### config.mk
export PLATFORM = sky130hd
export DESIGN_NAME = normalize_arbiter
export DESIGN_NICKNAME = d
export VERILOG_FILES = /design/src/rtl/normalize_arb_pkg.sv /design/src/rtl/normalize_arbiter_rr_arbiter.sv /design/src/rtl/normalize_arbiter.sv
export SDC_FILE = /design/constraint.sdc
export NUM_CORES = 1
export LEC_CHECK = 0
export BUFFER_PORTS_ARGS = -buffer_cell sky130_fd_sc_hd__buf_2
export CAP_MARGIN = 25
export CORE_AREA = 2 2 268 270
export DETAILED_ROUTE_END_ITERATION = 12
export DIE_AREA = 0 0 270 272
export GPL_ROUTABILITY_DRIVEN = 0
export GPL_TIMING_DRIVEN = 0
export PLACE_DENSITY = 0.46
export SLEW_MARGIN = 30
export SYNTH_ARGS = -nofsm -noshare
export SYNTH_HDL_FRONTEND = slang
export SYNTH_SLANG_ARGS = --single-unit
### constraint.sdc
create_clock -name clk -period 3.5 [get_ports clk]
set_clock_uncertainty 0.15 [all_clocks]
set_input_delay 0.175 -clock clk [delete_from_list [all_inputs] [get_ports clk]]
set_output_delay 0.175 -clock clk [all_outputs]
set_load 0.03 [all_outputs]
### src/rtl/normalize_arb_pkg.sv
// Shared types and constants for the normalize-unit arbiter: FSM state encoding,
// Q16.16 word geometry and the default requester count.
package normalize_arb_pkg;

  localparam int Q_W         = 32;
  localparam int Q_FRAC      = 16;
  localparam logic [Q_W-1:0] Q_ONE = 32'h0001_0000;
  localparam int NUM_REQ_DEF = 4;

  typedef enum logic [1:0] {
    ST_IDLE   = 2'd0,
    ST_LAUNCH = 2'd1,
    ST_WAIT   = 2'd2,
    ST_DONE   = 2'd3
  } state_t;

endpackage

### src/rtl/normalize_arbiter_rr_arbiter.sv
// Combinational round-robin picker: first asserted request at or after the
// pointer, wrapping, returned both one-hot and as an index.
module rr_arbiter #(
  parameter int NUM_REQ = 4,
  parameter int IDX_W   = 2
) (
  input  logic [NUM_REQ-1:0] req,
  input  logic [IDX_W-1:0]   ptr,
  output logic [NUM_REQ-1:0] gnt,
  output logic [IDX_W-1:0]   idx,
  output logic               any
);

  always_comb begin
    // NOTE: every output of a combinational block gets a default before any
    // conditional assignment, otherwise synthesis infers a latch.
    gnt = '0;
    idx = '0;
    any = 1'b0;
    for (int k = 0; k < NUM_REQ; k++) begin
      int j;
      j = int'(ptr) + k;
      if (j >= NUM_REQ) j = j - NUM_REQ;
      if (!any && req[j]) begin
        any    = 1'b1;
        idx    = IDX_W'(j);
        gnt[j] = 1'b1;
      end
    end
  end

endmodule

### src/rtl/normalize_arbiter.sv
// Round-robin sharing of one normalize unit among NUM_REQ requesters, one operation
// in flight. Optional NRM_ARB_ZERO_BYPASS_EN answers all-zero vectors without the unit.
module normalize_arbiter
  import normalize_arb_pkg::*;
#(
  parameter int NUM_REQ = NUM_REQ_DEF,
  parameter int DATA_W  = Q_W,
  parameter int IDX_W   = $clog2(NUM_REQ)
) (
  input  logic                      clk,
  input  logic                      reset,
  input  logic [NUM_REQ-1:0]        req,
  input  logic [NUM_REQ*DATA_W-1:0] req_vx,
  input  logic [NUM_REQ*DATA_W-1:0] req_vy,
  input  logic [NUM_REQ*DATA_W-1:0] req_vz,
  output logic [NUM_REQ-1:0]        gnt,
  output logic [NUM_REQ-1:0]        resp_valid,
  output logic [DATA_W-1:0]         res_x,
  output logic [DATA_W-1:0]         res_y,
  output logic [DATA_W-1:0]         res_z,
  output logic                      nrm_start,
  output logic [DATA_W-1:0]         nrm_vx,
  output logic [DATA_W-1:0]         nrm_vy,
  output logic [DATA_W-1:0]         nrm_vz,
  input  logic                      nrm_finish,
  input  logic [DATA_W-1:0]         nrm_rx,
  input  logic [DATA_W-1:0]         nrm_ry,
  input  logic [DATA_W-1:0]         nrm_rz
);

  state_t             state_q, state_d;
  logic [IDX_W-1:0]   idx_q;
  logic [IDX_W-1:0]   rr_q;
  logic [NUM_REQ-1:0] pick_oh;
  logic [IDX_W-1:0]   pick_idx;
  logic               pick_any;
  logic [DATA_W-1:0]  sel_vx, sel_vy, sel_vz;
  logic               sel_zero;

  rr_arbiter #(
    .NUM_REQ (NUM_REQ),
    .IDX_W   (IDX_W)
  ) u_rr (
    .req (req),
    .ptr (rr_q),
    .gnt (pick_oh),
    .idx (pick_idx),
    .any (pick_any)
  );

  assign sel_vx = req_vx[pick_idx*DATA_W +: DATA_W];
  assign sel_vy = req_vy[pick_idx*DATA_W +: DATA_W];
  assign sel_vz = req_vz[pick_idx*DATA_W +: DATA_W];

`ifdef NRM_ARB_ZERO_BYPASS_EN
  assign sel_zero = (sel_vx == '0) && (sel_vy == '0) && (sel_vz == '0);
`else
  assign sel_zero = 1'b0;
`endif

  always_comb begin
    state_d    = state_q;
    gnt        = '0;
    resp_valid = '0;
    nrm_start  = 1'b0;
    unique case (state_q)
      ST_IDLE: begin
        if (pick_any) begin
          gnt     = pick_oh;
          state_d = sel_zero ? ST_DONE : ST_LAUNCH;
        end
      end
      ST_LAUNCH: begin
        nrm_start = 1'b1;
        state_d   = ST_WAIT;
      end
      ST_WAIT: begin
        if (nrm_finish) state_d = ST_DONE;
      end
      ST_DONE: begin
        resp_valid = NUM_REQ'(1) << idx_q;
        state_d    = ST_IDLE;
      end
      default: state_d = ST_IDLE;
    endcase
    // The unit has no reset of its own; holding start clears its finish flag.
    if (reset) begin
      gnt        = '0;
      resp_valid = '0;
      nrm_start  = 1'b1;
      state_d    = ST_IDLE;
    end
  end

  always_ff @(posedge clk) begin
    // NOTE: clocked state uses nonblocking assignments so every register
    // samples pre-edge values regardless of statement order.
    if (reset) begin
      // NOTE: all state here is plain registers, so everything is reset;
      // a RAM would be left unreset and qualified by valid flags instead.
      state_q <= ST_IDLE;
      idx_q   <= '0;
      rr_q    <= '0;
      nrm_vx  <= '0;
      nrm_vy  <= '0;
      nrm_vz  <= '0;
      res_x   <= '0;
      res_y   <= '0;
      res_z   <= '0;
    end else begin
      state_q <= state_d;
      if (state_q == ST_IDLE && pick_any) begin
        idx_q  <= pick_idx;
        nrm_vx <= sel_vx;
        nrm_vy <= sel_vy;
        nrm_vz <= sel_vz;
        if (sel_zero) begin
          res_x <= '0;
          res_y <= '0;
          res_z <= '0;
        end
      end
      if (state_q == ST_WAIT && nrm_finish) begin
        res_x <= nrm_rx;
        res_y <= nrm_ry;
        res_z <= nrm_rz;
      end
      if (state_q == ST_DONE) begin
        rr_q <= (idx_q == IDX_W'(NUM_REQ - 1)) ? '0 : idx_q + 1'b1;
      end
    end
  end

endmodule

== Yosys cells after proc, flatten, opt, wreduce, memory -nomap -nowiden ==
Cells that the tools add are included.
Word-level totals
  flip-flop bits (word level): 198
  input bits: 487
  output and inout port bits: 201
  word-level logic and storage cells: 103
Operators by class
  add/subtract/negate cells: 8
  $lt $le $gt $ge: 12
  eq/ne operators: 6
  shift operators: 4
  muxes and demuxes: 47
  bitwise operators: 3
  reductions and logical operators: 14
Operators by type and width (number)
  128-bit by 8-bit variable part select with 32-bit output: 3
  32-bit by 1-bit >= comparator with 1-bit output (second input constant): 4
  32-bit by 4-bit < comparator with 1-bit output (second input constant): 4
  32-bit 2-to-1 mux: 4
  32-bit by 4-bit >= comparator with 1-bit output (second input constant): 3
  32-bit by 4-bit subtractor with 32-bit output (second input constant): 3
  4-bit 2-to-1 mux: 9
  1-bit 2-to-1 mux: 18
  2-bit 2-to-1 mux: 7
  4-bit bitwise OR: 3
  1-bit logical AND: 9
  1-bit binary-select mux with 2-bit select: 4
  1-bit demux with 2-bit select: 4
  2-bit case mux with 4 select lines: 1
  2-bit by 2-bit adder with 3-bit output (second input constant): 2
  2-bit equality test (second input constant): 3
  2-bit != test (second input constant): 2
  1-bit by 2-bit << shifter with 4-bit output (first input constant): 1
  2-bit by 3-bit subtractor with 4-bit output (second input constant): 1
  2-bit by 1-bit adder with 3-bit output (second input constant): 1
  2-bit by 3-bit >= comparator with 1-bit output (second input constant): 1
  1-bit logical NOT: 3
  2-bit by 1-bit adder with 2-bit output (second input constant): 1
  2-bit by 1-bit equality test with 1-bit output (second input constant): 1
  other kinds (2): 2

== Longest topological paths before layout ==
Gate-level depths: netlist of run 1.
  depth after elaboration: 18
  mapped depth: 14
  gate-level depth less buffers: 8

== Hierarchy ==
Synthesis of run 1 repeated with hierarchy kept, for this count alone.
Second synthesis, totals
  cell total of the unflattened synthesis: 1054
  area total of the unflattened synthesis: 9885.7 µm²
Modules (own cells, without submodules)
  normalize_arbiter: times used 1, cells an instance 1006, area each 9429.0 µm²
  rr_arbiter: times used 1, cells an instance 48, area each 456.7 µm²

== Worst setup path before layout of run 1 ==
Ideal clock, no wire load.
  path kind: register to output
  start: register rr_q[0]
  end: output gnt[0]
  arrival: 2.951 ns
  slack: 0.224 ns
  stages on the path, launching flop included: 12
  cell sequence: dfxtp_1 buf_2 inv_1 ha_1 mux4_2 nor2b_1 buf_2 buf_1 a22oi_1 nor2_1 a221oi_1 nor2_1
On the way
  cells in the longest elaborated chain, start to end: 18
RTL lines
  start, declared: line normalize_arbiter.sv:33  | logic [IDX_W-1:0] rr_q;
  start signal, assigned: line normalize_arbiter.sv:129  | rr_q <= (idx_q == IDX_W'(NUM_REQ - 1)) ? '0 : idx_q + 1'b1;
  parallel branches: the longest is 15 deep, another holds 32-bit by 4-bit subtractor with 32-bit output
  4-bit 2-to-1 mux *: line normalize_arbiter.sv:68  | if (pick_any) begin
  4-bit 2-to-1 mux *: line normalize_arbiter.sv:66  | unique case (state_q)
  4-bit 2-to-1 mux *: line normalize_arbiter.sv:87  | if (reset) begin
  end, declared: line normalize_arbiter.sv:16  | output logic [NUM_REQ-1:0] gnt,
Every way passes the cells marked *. The select of a mux whose other input is x is not followed.

== Final worst setup path of run 1 ==
  start: register rr_q[0]
  end: register nrm_vz[20]
On the way
  cells in the longest elaborated chain, start to end: 16
RTL lines
  parallel branches: the longest is 16 deep, another holds 32-bit by 4-bit subtractor with 32-bit output
  end signal, assigned: line normalize_arbiter.sv:116  | nrm_vz <= sel_vz;
  end, declared: line normalize_arbiter.sv:24  | output logic [DATA_W-1:0] nrm_vz,
Parallel ways; which one is timed is not known. The select of a mux whose other input is x is not followed.
A chain may end at the register's enable or synchronous reset.

==> results of run 1 <==
## registers in the layout (all words and copies together) (netlist names)
| register | count |
|---|---|
| nrm_vy | 32 |
| res_x | 32 |
| rr_q | 2 |
| state_q | 2 |
| nrm_vx | 32 |
| nrm_vz | 32 |
| res_y | 32 |
| res_z | 32 |
| idx_q | 2 |
## worst reg2reg max path, delay by kind of cell (launching register included)
family	cells	cell delay, ns
AO/OA/AOI/OAI	3	0.49
adder cells (fa/ha/maj)	1	0.28
buffers and inverters	6	1.15
flip-flops	1	0.38
multiplexers	1	0.57
AND/OR/NAND/NOR	2	0.26
## per-stage QoR
stage / util / cell area [µm²] / std cells
final: 0.3074 / 21750 / 3671
after global routing: 0.3073 / 21740 / 3668
after CTS: 0.3051 / 21590 / 3659
after detailed placement: 0.2263 / 16010 / 3148
after global placement: 0.2260 / 15990 / 3147
after floorplan: - / 11370 / 1511
## cell type report
type	instances	area [µm²]	share of cell area
diodes	6	15.01	0.0006904
flip-flops and latches	198	3969	0.1825
multi-input cells	1141	6814	0.3133
clock inverters	15	231.5	0.01064
repair buffers	1173	8279	0.3807
inverters	8	37.54	0.001726
clock buffers	17	425.4	0.01956
well taps	950	1189	0.05466
plain buffers	163	785.8	0.03613
## final timing paths
kind	end	cells past startpoint	slack, ns
setup reg to reg	nrm_vz[20]$_SDFFE_PP0P_	13	0.09
hold / removal	nrm_vx[20]$_SDFFE_PP0P_	3	-0.02
setup / recovery	nrm_vz[20]$_SDFFE_PP0P_	13	0.09
hold reg to reg	res_z[25]$_SDFFE_PP0P_	2	0.30
## timing repair
action | CTS | global route
resized for setup | 56 | 53
endpoints found under the hold margin | 193 | 0
hold buffers | 468 | 0
endpoints found under the setup margin | 102 | 99
pin swaps | 2 | 3
setup buffers | 12 | 6
## kinds of logic after synthesis
logic type,count (synthesis),share of synthesized area
AOI/OAI and AO/OA,440,0.2652
adders and majority gates,13,0.01431
buffers and inverters,172,0.06208
DFF,198,0.3487
muxes,61,0.05713
and+or+nand+nor,627,0.2526
## power breakdown
part           internal (mW)  switching [mW]  leakage [nW]
combinational           2.26            4.24          7.30
clock                   1.02            1.26         0.315
sequential              2.85           0.343          1.62
total                   6.13            5.85          9.24
## layer usage
layer | up-vias | track usage | routed length (µm)
met5 | - | 0 | 88
met3 | 170 | 0.03985 | 4222
met1 | 7956 | 0.2321 | 30920
met2 | 749 | 0.3197 | 34280
met4 | 12 | 0.07851 | 2712
li1 | 8011 | - | -
## layout by cell type (no fill, tap or decap), types with 6 or more instances in the layout
cell,synthesis,final
mux2i_1,57,54
o21ai_0,53,51
dfxtp_1,198,196
inv_1,8,6
nand2_1,337,335
a32o_1,49,49
nor3_1,54,54
o211ai_1,43,43
buf_4,0,18
buf_2,12,694
clkbuf_16,0,17
diode_2,0,6
nor4b_1,40,37
nand3_1,151,151
dlygate4sd3_1,0,468
and2_1,7,6
nor2_1,26,24
a31oi_1,89,89
a21oi_1,106,104
clkbuf_1,124,90
buf_6,6,9
a22oi_1,11,11
buf_1,22,17
a221oi_1,54,54
clkbuf_2,0,31
ha_1,13,12
==> run_results.csv, run 1 <==
group,metric,value,unit
clock_network,root_buffer,"clkbuf_16",
synthesis,synthesis.area,0.01137,mm²
synthesis,yosysWarnings,0,
worst_setup_path,critPathMaxFanout,10,
worst_setup_path,cp_top_family,"buffers and inverters",
drt,drt_pass1_iterations,5,
worst_setup_path,end_kind,"register",
die,die-area,0.07344,mm²
outcome,outcome,"complete, but fails checks",
worst_setup_path,slowest_delay,0.57,ns
sta,setup_tns,0,ns
outcome,failed_checks,"negative hold slack",
synthesis,ys_seq_area_frac,0.3487,
synthesis,synth_top_cell_area_share,0.3487,
worst_setup_path,start_kind,"register",
drt,routed_wl,72.21,mm
drt,drcViolationCount,0,
power,power_density,550.7,mW/mm²
placed_design,hpwlAfterDp,54.00,mm
cells_and_area,drive_gt1_frac,0.3046,
placed_design,place_ws,-1.359,ns
drt,ant_nets,0,
worst_setup_path,crit_arrival,3.64,ns
synthesis,ys_ff_latch,198,
worst_setup_path,rr_startpoint,"rr_q[0]$_SDFFE_PP0N_",
grt,antenna_found_initial,14,
clock_network,cts_max_level,4,
sta,setup_viol,0,
worst_setup_path,slowest_stage,"mux4_2",
sta,slew_headroom,0.4268,
grt,track_usage,0.1889,
worst_hold_path,hold_class,"input pin to register",
clock_network,numCtsBuffers,17,
synthesis,async_reset_ff_frac,0,
die,io_pins,688,
synthesis,synthTopCellsByArea,"dfxtp_1, nand2_1, nand3_1",
clock_network,cts_tree,"done",
synthesis,synth_common_cells,"nand2_1, dfxtp_1, nand3_1",
sta,drv_slew,0,
die,rows,98,
placed_design,portBuffers,686,
drt,wire_per_inst,19.67,µm
sta,period_share,0.9745,
worst_setup_path,worst_ep_required_time,3.73,ns
cells_and_area,nNetsFinal,3202,
synthesis,synthCells,1511,
clock_network,clkTransAtPathRegs,0.10,ns
synthesis,synthMostInstantiatedCell,"nand2_1",
power,peakVddDrop,0.2621,mV
worst_hold_path,hold_path.startpoint,"req_vx[116]",
drt,via_per_inst,4.603,
synthesis,dominantRegCellSynth,"dfxtp_1",
clock_network,clock-sinks,198,
grt,grt_pass1_vias,17263,
sta,worstMarginPinSlew,0.8598,ns
synthesis,synth_area_per_cell,7.523,µm²
die,die-height,272,µm
clock_network,clk_latency,0.50,ns
grt,grt_overflow,0,
worst_setup_path,cp_common_cell,"buf_4",
synthesis,synth.largest_area_cell,"dfxtp_1",
clock_network,clockBufferDepth,2,
cells_and_area,layout-area-overhead-vs-synth,91.30,%
power,power,11.98,mW
die,core_area,0.07075,mm²
sta,setup_slack,0.08914,ns
grt,grt_first_pass_wirelength,105.9,mm
synthesis,synth_edf_count,0,
synthesis,synth_cell_type_count,45,
worst_setup_path,worstPathCellList,"buf_12 > clkinvlp_4 > ha_4 > mux4_2 > nor2b_4 > buf_4 > buf_4 > o21a_1 > buf_6 > clkbuf_1 > nor4b_1 > a31oi_1 > o211ai_1",
sta,fmax,293.2,MHz
worst_setup_path,startpoint,"rr_q[0]$_SDFFE_PP0N_",
synthesis,synth_fp_nets,2011,
flow_run,drv_cap,0,
die,initial_utilization,0.1607,
worst_setup_path,critical_path_class,"register to register",
sta,hold_viol,1,
drt,dr_total_vias,16898,
worst_setup_path,cp_num_buf_inv,6,
power,leakage,9.239,nW
die,die_x,270,µm
grt,grt_max_degree,26,
cells_and_area,n_fill_cell,7640,
sta,period_minus_slack,3.411,ns
drt,drt_iter0_markers,983,
sta,holdWs,-0.01836,ns
No activity file was read; power rests on OpenSTA's default activity.
==> inputs of run 2 (changes only) <==
Settings changed: GPL_TIMING_DRIVEN 0 to not set.
==> run 2 against run 1 <==
The run now ends clean. Non-clock buffer count decreased by 116. Flip-flop and latch count unchanged. Maximum frequency increased by 1.3%. Die area unchanged. Combinational power decreased by 2%. Critical endpoint is now nrm_vz[8]$_SDFFE_PP0P_.
==> run_results.csv, run 2 (synthesis gave the netlist of run 1 again) <==
group,metric,value,unit
outcome,outcome,"finished, final reports clean",
worst_setup_path,rr_startpoint,"rr_q[0]$_SDFFE_PP0N_",
drt,drt_pass1_iterations,5,
sta,rsz0062_at_grt,"no",
drt,drcViolationCount,0,
power,seqPwrFrac,0.270,
clock_network,clock-sinks,198,
die,io_pins,688,
flow_run,drv_cap,0,
worst_setup_path,cp_top_family,"buffers and inverters",
grt,track_usage,0.1677,
die,core_area,0.07075,mm²
power,power.switching,5.674,mW
clock_network,cts_max_level,4,
worst_setup_path,start_kind,"register",
sta,worstMarginPinSlew,0.7775,ns
cells_and_area,drive_gt1_frac,0.3138,
sta,drv_slew,0,
placed_design,hpwlAfterDp,42.86,mm
power,cell_internal_pwr,6.215,mW
cells_and_area,final_util,0.3061,
grt,grt_max_degree,140,
sta,hold_viol,0,
die,initial_utilization,0.1607,
grt,antenna_found_initial,13,
worst_setup_path,slowest_delay,0.62,ns
die,rows,98,
power,leakage,9.158,nW
grt,grt_pass1_vias,16378,
power,peakVddDrop,0.2539,mV
drt,drt_iter0_markers,1082,
grt,grt_overflow,0,
power,pwr-share-comb,0.538,
worst_setup_path,slowest_stage,"mux4_2",
worst_setup_path,worstPathCellList,"inv_1 > ha_1 > mux4_2 > o21bai_1 > and2_4 > buf_16 > nor4b_2 > a31oi_1 > dlygate4sd3_1 > o211ai_1",
worst_setup_path,endpoint,"nrm_vz[8]$_SDFFE_PP0P_",
worst_setup_path,startpoint,"rr_q[0]$_SDFFE_PP0N_",
cells_and_area,layout-area-overhead-vs-synth,90.52,%
clock_network,root_buffer,"clkbuf_16",
drt,dr_total_vias,16554,
clock_network,clk_latency,0.50,ns
sta,fmax,297.1,MHz
clock_network,clkTransAtPathRegs,0.10,ns
worst_setup_path,worstSetupPathDepth,10,
worst_hold_path,hold_class,"input pin to register",
clock_network,cts_tree,"done",
die,die_x,270,µm
sta,period_share,0.9618,
drt,routed_wl,66.36,mm
drt,wire_per_inst,18.67,µm
cells_and_area,n_fill_cell,7519,
die,die-height,272,µm
sta,setup_tns,0,ns
worst_setup_path,end_kind,"register",
drt,ant_nets,0,
worst_setup_path,critPathMaxFanout,70,
cells_and_area,final_cell_mix,"buf_2, dlygate4sd3_1, nand2_1",
clock_network,numCtsBuffers,17,
placed_design,portBuffers,687,
worst_setup_path,reg2reg_depth,10,
worst_setup_path,regToRegSetupSlack,0.13,ns
cells_and_area,final_common_cell,"buf_2",
power,swShare,0.4773,
drt,via_per_inst,4.658,
worst_setup_path,r2r-end,"nrm_vz[8]$_SDFFE_PP0P_",
worst_setup_path,worst_ep_required_time,3.79,ns
worst_setup_path,critical_path_class,"register to register",
power,power_frac_clock,0.193,
worst_setup_path,cp_num_buf_inv,3,
sta,slew_headroom,0.4817,
worst_hold_path,hold_path.startpoint,"req_vz[101]",
clock_network,clockBufferDepth,2,
worst_setup_path,crit_arrival,3.65,ns
sta,period_minus_slack,3.366,ns
power,power_density,549.0,mW/mm²
sta,setup_viol,0,
grt,grt_first_pass_wirelength,96.14,mm
die,die-area,0.07344,mm²
cells_and_area,nNetsFinal,3087,
## run 2: power by group through the flow
stage	clock network [mW]	logic [mW]	registers [mW]
2_1_floorplan	0	2.49	4.31
3_3_place_gp	0	5.73	3.25
3_5_place_dp	0	5.75	3.24
4_1_cts	2.42	6.24	3.20
5_1_grt	2.47	6.83	3.27
6_report	2.29	6.39	3.21
## run 2: cell type report
| cell class | instances | area, µm² | share of cell area |
|---|---|---|---|
| Multi-Input combinational cell | 1142 | 6910 | 0.3191 |
| Sequential cell | 198 | 3968 | 0.1832 |
| Inverter | 8 | 30.03 | 0.001387 |
| Clock inverter | 15 | 222.7 | 0.01028 |
| Tap cell | 950 | 1189 | 0.05488 |
| Timing Repair Buffer | 1220 | 8902 | 0.4111 |
| Clock buffer | 17 | 425.4 | 0.01964 |
| Antenna cell | 4 | 10.01 | 0.0004622 |
## run 2: layer usage
| layer | vias to the layer above | GRT usage | wire length (µm) |
|---|---|---|---|
| met5 | - | 0 | 80 |
| met4 | 12 | 0.08757 | 3082 |
| met3 | 193 | 0.04743 | 4894 |
| met2 | 812 | 0.2734 | 31220 |
| met1 | 7775 | 0.2007 | 27080 |
| li1 | 7762 | - | - |
## run 2: stage by stage
step	power, mW	std cells	cell area (µm²)	worst slack, ns	hold slack, ns
CTS	11.85	3538	21430	0.02310	0.004030
floorplan	6.802	1511	11370	0.2245	0.1610
detailed placement	8.988	3030	16020	0.2727	0.2702
finish	11.89	3554	21660	0.1339	0.02440
global placement	8.980	3029	15990	0.2981	0.2649
global route	12.57	3553	21650	0.01128	0.02786
## run 2: worst reg2reg max path: stages, from the launching register on
cell           delay [ns]
dfxtp_4              0.35
inv_1                0.05
ha_1                 0.31
mux4_2               0.62
o21bai_1             0.23
and2_4               0.23
buf_16               0.23
nor4b_2              0.43
a31oi_1              0.06
dlygate4sd3_1        0.57
o211ai_1             0.08
## run 2: worst min-delay path by stage
stage | endpoint | cells past startpoint | slack [ns]
2_1_floorplan | res_x[0]$_SDFFE_PP0P_ | 2 | 0.16
3_3_place_gp | nrm_vy[0]$_SDFFE_PP0P_ | 3 | 0.26
3_5_place_dp | res_z[17]$_SDFFE_PP0P_ | 3 | 0.27
4_1_cts | nrm_vx[25]$_SDFFE_PP0P_ | 4 | 0.004
5_1_grt | nrm_vz[5]$_SDFFE_PP0P_ | 4 | 0.03
6_report | nrm_vz[5]$_SDFFE_PP0P_ | 4 | 0.02
## run 2: timing repair
item                                   in CTS  in global routing
hold buffers                              476                  0
gates resized for setup                     0                 17
setup endpoints to repair                   0                 19
endpoints found under the hold margin     197                  0
buffers inserted                            0                 10
==> inputs of run 3 (changes only) <==
--- a/config.mk
+++ b/config.mk
@@ -9,5 +9,5 @@
 export CAP_MARGIN = 25
-export CORE_AREA = 2 2 268 270
+export CORE_AREA = 2 2 269 271
 export DETAILED_ROUTE_END_ITERATION = 12
-export DIE_AREA = 0 0 270 272
+export DIE_AREA = 0 0 271 273
 export GPL_ROUTABILITY_DRIVEN = 0
--- a/constraint.sdc
+++ b/constraint.sdc
@@ -4,2 +4,2 @@
 set_output_delay 0.175 -clock clk [all_outputs]
-set_load 0.03 [all_outputs]
+set_load 0.01 [all_outputs]
==> run 3 against run 2 <==
Routed wire length fell by 1.7%. Core utilization fell by 0.17 points. Register-to-register slack got worse by 0.12 ns. Sequential power barely moved. Combinational power fell by 13%. Sequential share of layout area barely moved. Clock power fell by 6%. Cell area fell by 0.20%. Flip-flop and latch count did not move. Largest cell class unchanged. Largest power group unchanged. Highest routed layer unchanged.
==> run_results.csv, run 3 (synthesis gave the netlist of run 1 again) <==
group,metric,value,unit
power,power.switching,4.676,mW
worst_setup_path,crit_arrival,3.73,ns
cells_and_area,nNetsFinal,3097,
die,die-area,0.07398,mm²
placed_design,place_ws,0.2525,ns
sta,rsz0062_at_grt,"yes",
placed_design,hpwlAfterDp,43.52,mm
sta,drv_slew,0,
cells_and_area,fin_cells,3562,
cells_and_area,register_area,0.003968,mm²
grt,track_usage,0.1650,
power,swShare,0.4295,
placed_design,dp.cells,3037,
clock_network,numCtsBuffers,17,
drt,via_per_inst,4.647,
grt,grt_first_pass_wirelength,95.34,mm
drt,dr_total_vias,16554,
drt,ant_nets,0,
worst_hold_path,hold_class,"input pin to register",
die,die_x,271,µm
worst_setup_path,start_kind,"register",
clock_network,root_buffer,"clkbuf_16",
worst_setup_path,slowest_stage,"mux4_2",
sta,period_share,0.9972,
sta,period_minus_slack,3.490,ns
drt,drcViolationCount,0,
worst_setup_path,worstPathCellList,"inv_1 > ha_1 > mux4_2 > o21bai_1 > and2_4 > buf_12 > nand2_1 > nand3_1 > dlygate4sd3_1 > a32o_1",
clock_network,clockBufferDepth,2,
placed_design,portBuffers,687,
cells_and_area,final_common_cell,"buf_2",
cells_and_area,drive_gt1_frac,0.3103,
grt,antenna_found_initial,8,
clock_network,cts_tree,"done",
clock_network,clk_latency,0.48,ns
power,pwr-share-comb,0.508,
grt,grt_pass1_vias,16389,
drt,drt_pass1_iterations,5,
sta,slew_headroom,0.3504,
drt,drt_iter0_markers,1137,
power,seqPwrFrac,0.293,
worst_setup_path,cp_top_family,"buffers and inverters",
power,power_density,503.7,mW/mm²
outcome,outcome,"finished, final reports clean",
sta,hold_viol,0,
cells_and_area,multiInputGateArea,0.006849,mm²
power,power_frac_clock,0.198,
sta,worstMarginPinSlew,0.9744,ns
die,io_pins,688,
cells_and_area,final_cell_mix,"buf_2, dlygate4sd3_1, nand2_1",
sta,setup_viol,0,
die,core_area,0.07100,mm²
clock_network,clock-sinks,198,
sta,fmax,286.5,MHz
flow_run,drv_cap,0,
power,peakVddDrop,0.2871,mV
clock_network,clkTransAtPathRegs,0.09,ns
clock_network,cts_max_level,4,
worst_setup_path,critPathMaxFanout,105,
cells_and_area,layout-area-overhead-vs-synth,90.15,%
grt,grt_overflow,0,
die,die-height,273,µm
die,initial_utilization,0.1601,
worst_setup_path,end_kind,"register",
die,rows,98,
worst_setup_path,worst_ep_required_time,3.74,ns
grt,grt_max_degree,106,
sta,holdWs,0.04229,ns
power,power,10.89,mW
cells_and_area,n_fill_cell,7483,
power,cell_internal_pwr,6.211,mW
worst_setup_path,critical_path_class,"register to register",
worst_setup_path,slowest_delay,0.60,ns
power,leakage,9.190,nW
drt,routed_wl,65.23,mm
worst_setup_path,cp_num_buf_inv,3,
cells_and_area,final_util,0.3044,
drt,wire_per_inst,18.31,µm
sta,setup_slack,0.009747,ns
## run 3: cell count changes in the layout (fill, tap and decap cells not counted), sizes merged, moves of 2 or more
| cell | change |
|---|---|
| dlygate4sd3 | +8 |
| buf | +2 |
| diode | -2 |
| clkinvlp | +2 |
## run 3: area by class of cell
class | instances | share of cell area
tap | 950 | 0.05499
multi-input combinational | 1141 | 0.3169
inverter | 8 | 0.001389
clock buffer | 17 | 0.01968
antenna | 2 | 0.0002315
clock inverter | 15 | 0.008509
sequential | 198 | 0.1836
timing repair buffer | 1231 | 0.4148
## run 3: through the flow
stage,area (µm²),TNS [ns]
2_1_floorplan,11370,0
3_3_place_gp,16010,0
3_5_place_dp,16020,0
4_1_cts,21520,0
5_1_grt,21610,-0.1698
6_report,21610,0
## run 3: power groups by stage
stage / clock [mW] / sequential (mW) / combinational [mW]
4_1_cts: 2.29 / 3.18 / 5.47
3_5_place_dp: 0 / 3.22 / 4.87
2_1_floorplan: 0 / 3.46 / 2.47
6_report: 2.16 / 3.19 / 5.53
3_3_place_gp: 0 / 3.24 / 4.86
5_1_grt: 2.36 / 3.26 / 5.97
## run 3: final timing paths
check                                       startpoint                       to  cells past startpoint  slack [ns]
worst max register to register    rr_q[1]$_SDFFE_PP0N_  nrm_vy[16]$_SDFFE_PP0P_                     10        0.01
worst max-delay path              rr_q[1]$_SDFFE_PP0N_  nrm_vy[16]$_SDFFE_PP0P_                     10        0.01
worst min-delay path                        req_vx[31]  nrm_vx[31]$_SDFFE_PP0P_                      4        0.04
worst min register to register  res_x[23]$_SDFFE_PP0P_   res_x[23]$_SDFFE_PP0P_                      2        0.30
## run 3: worst reg2reg max path: stages (launching register included)
cell and delay, ns:
dfxtp_1 0.35, inv_1 0.06, ha_1 0.31, mux4_2 0.60, o21bai_1 0.22, and2_4 0.22
buf_12 0.19, nand2_1 0.33, nand3_1 0.10, dlygate4sd3_1 0.59, a32o_1 0.28
## run 3: timing repair
item                                   CTS  global route
pin swaps                                0             1
setup endpoints to repair                3            33
gates resized for setup                  1            14
endpoints found under the hold margin  197             0
hold buffers                           484             0
cloned                                   1             1
setup buffers                            1             4
## run 3: metal layers
metal / GRT usage / wire length (µm) / up-vias
met1: 0.2060 / 27680 / 7826
met3: 0.03954 / 4320 / 147
met2: 0.2737 / 31110 / 787
met4: 0.06354 / 2037 / 12
li1: - / - / 7782
met5: 0 / 80 / -
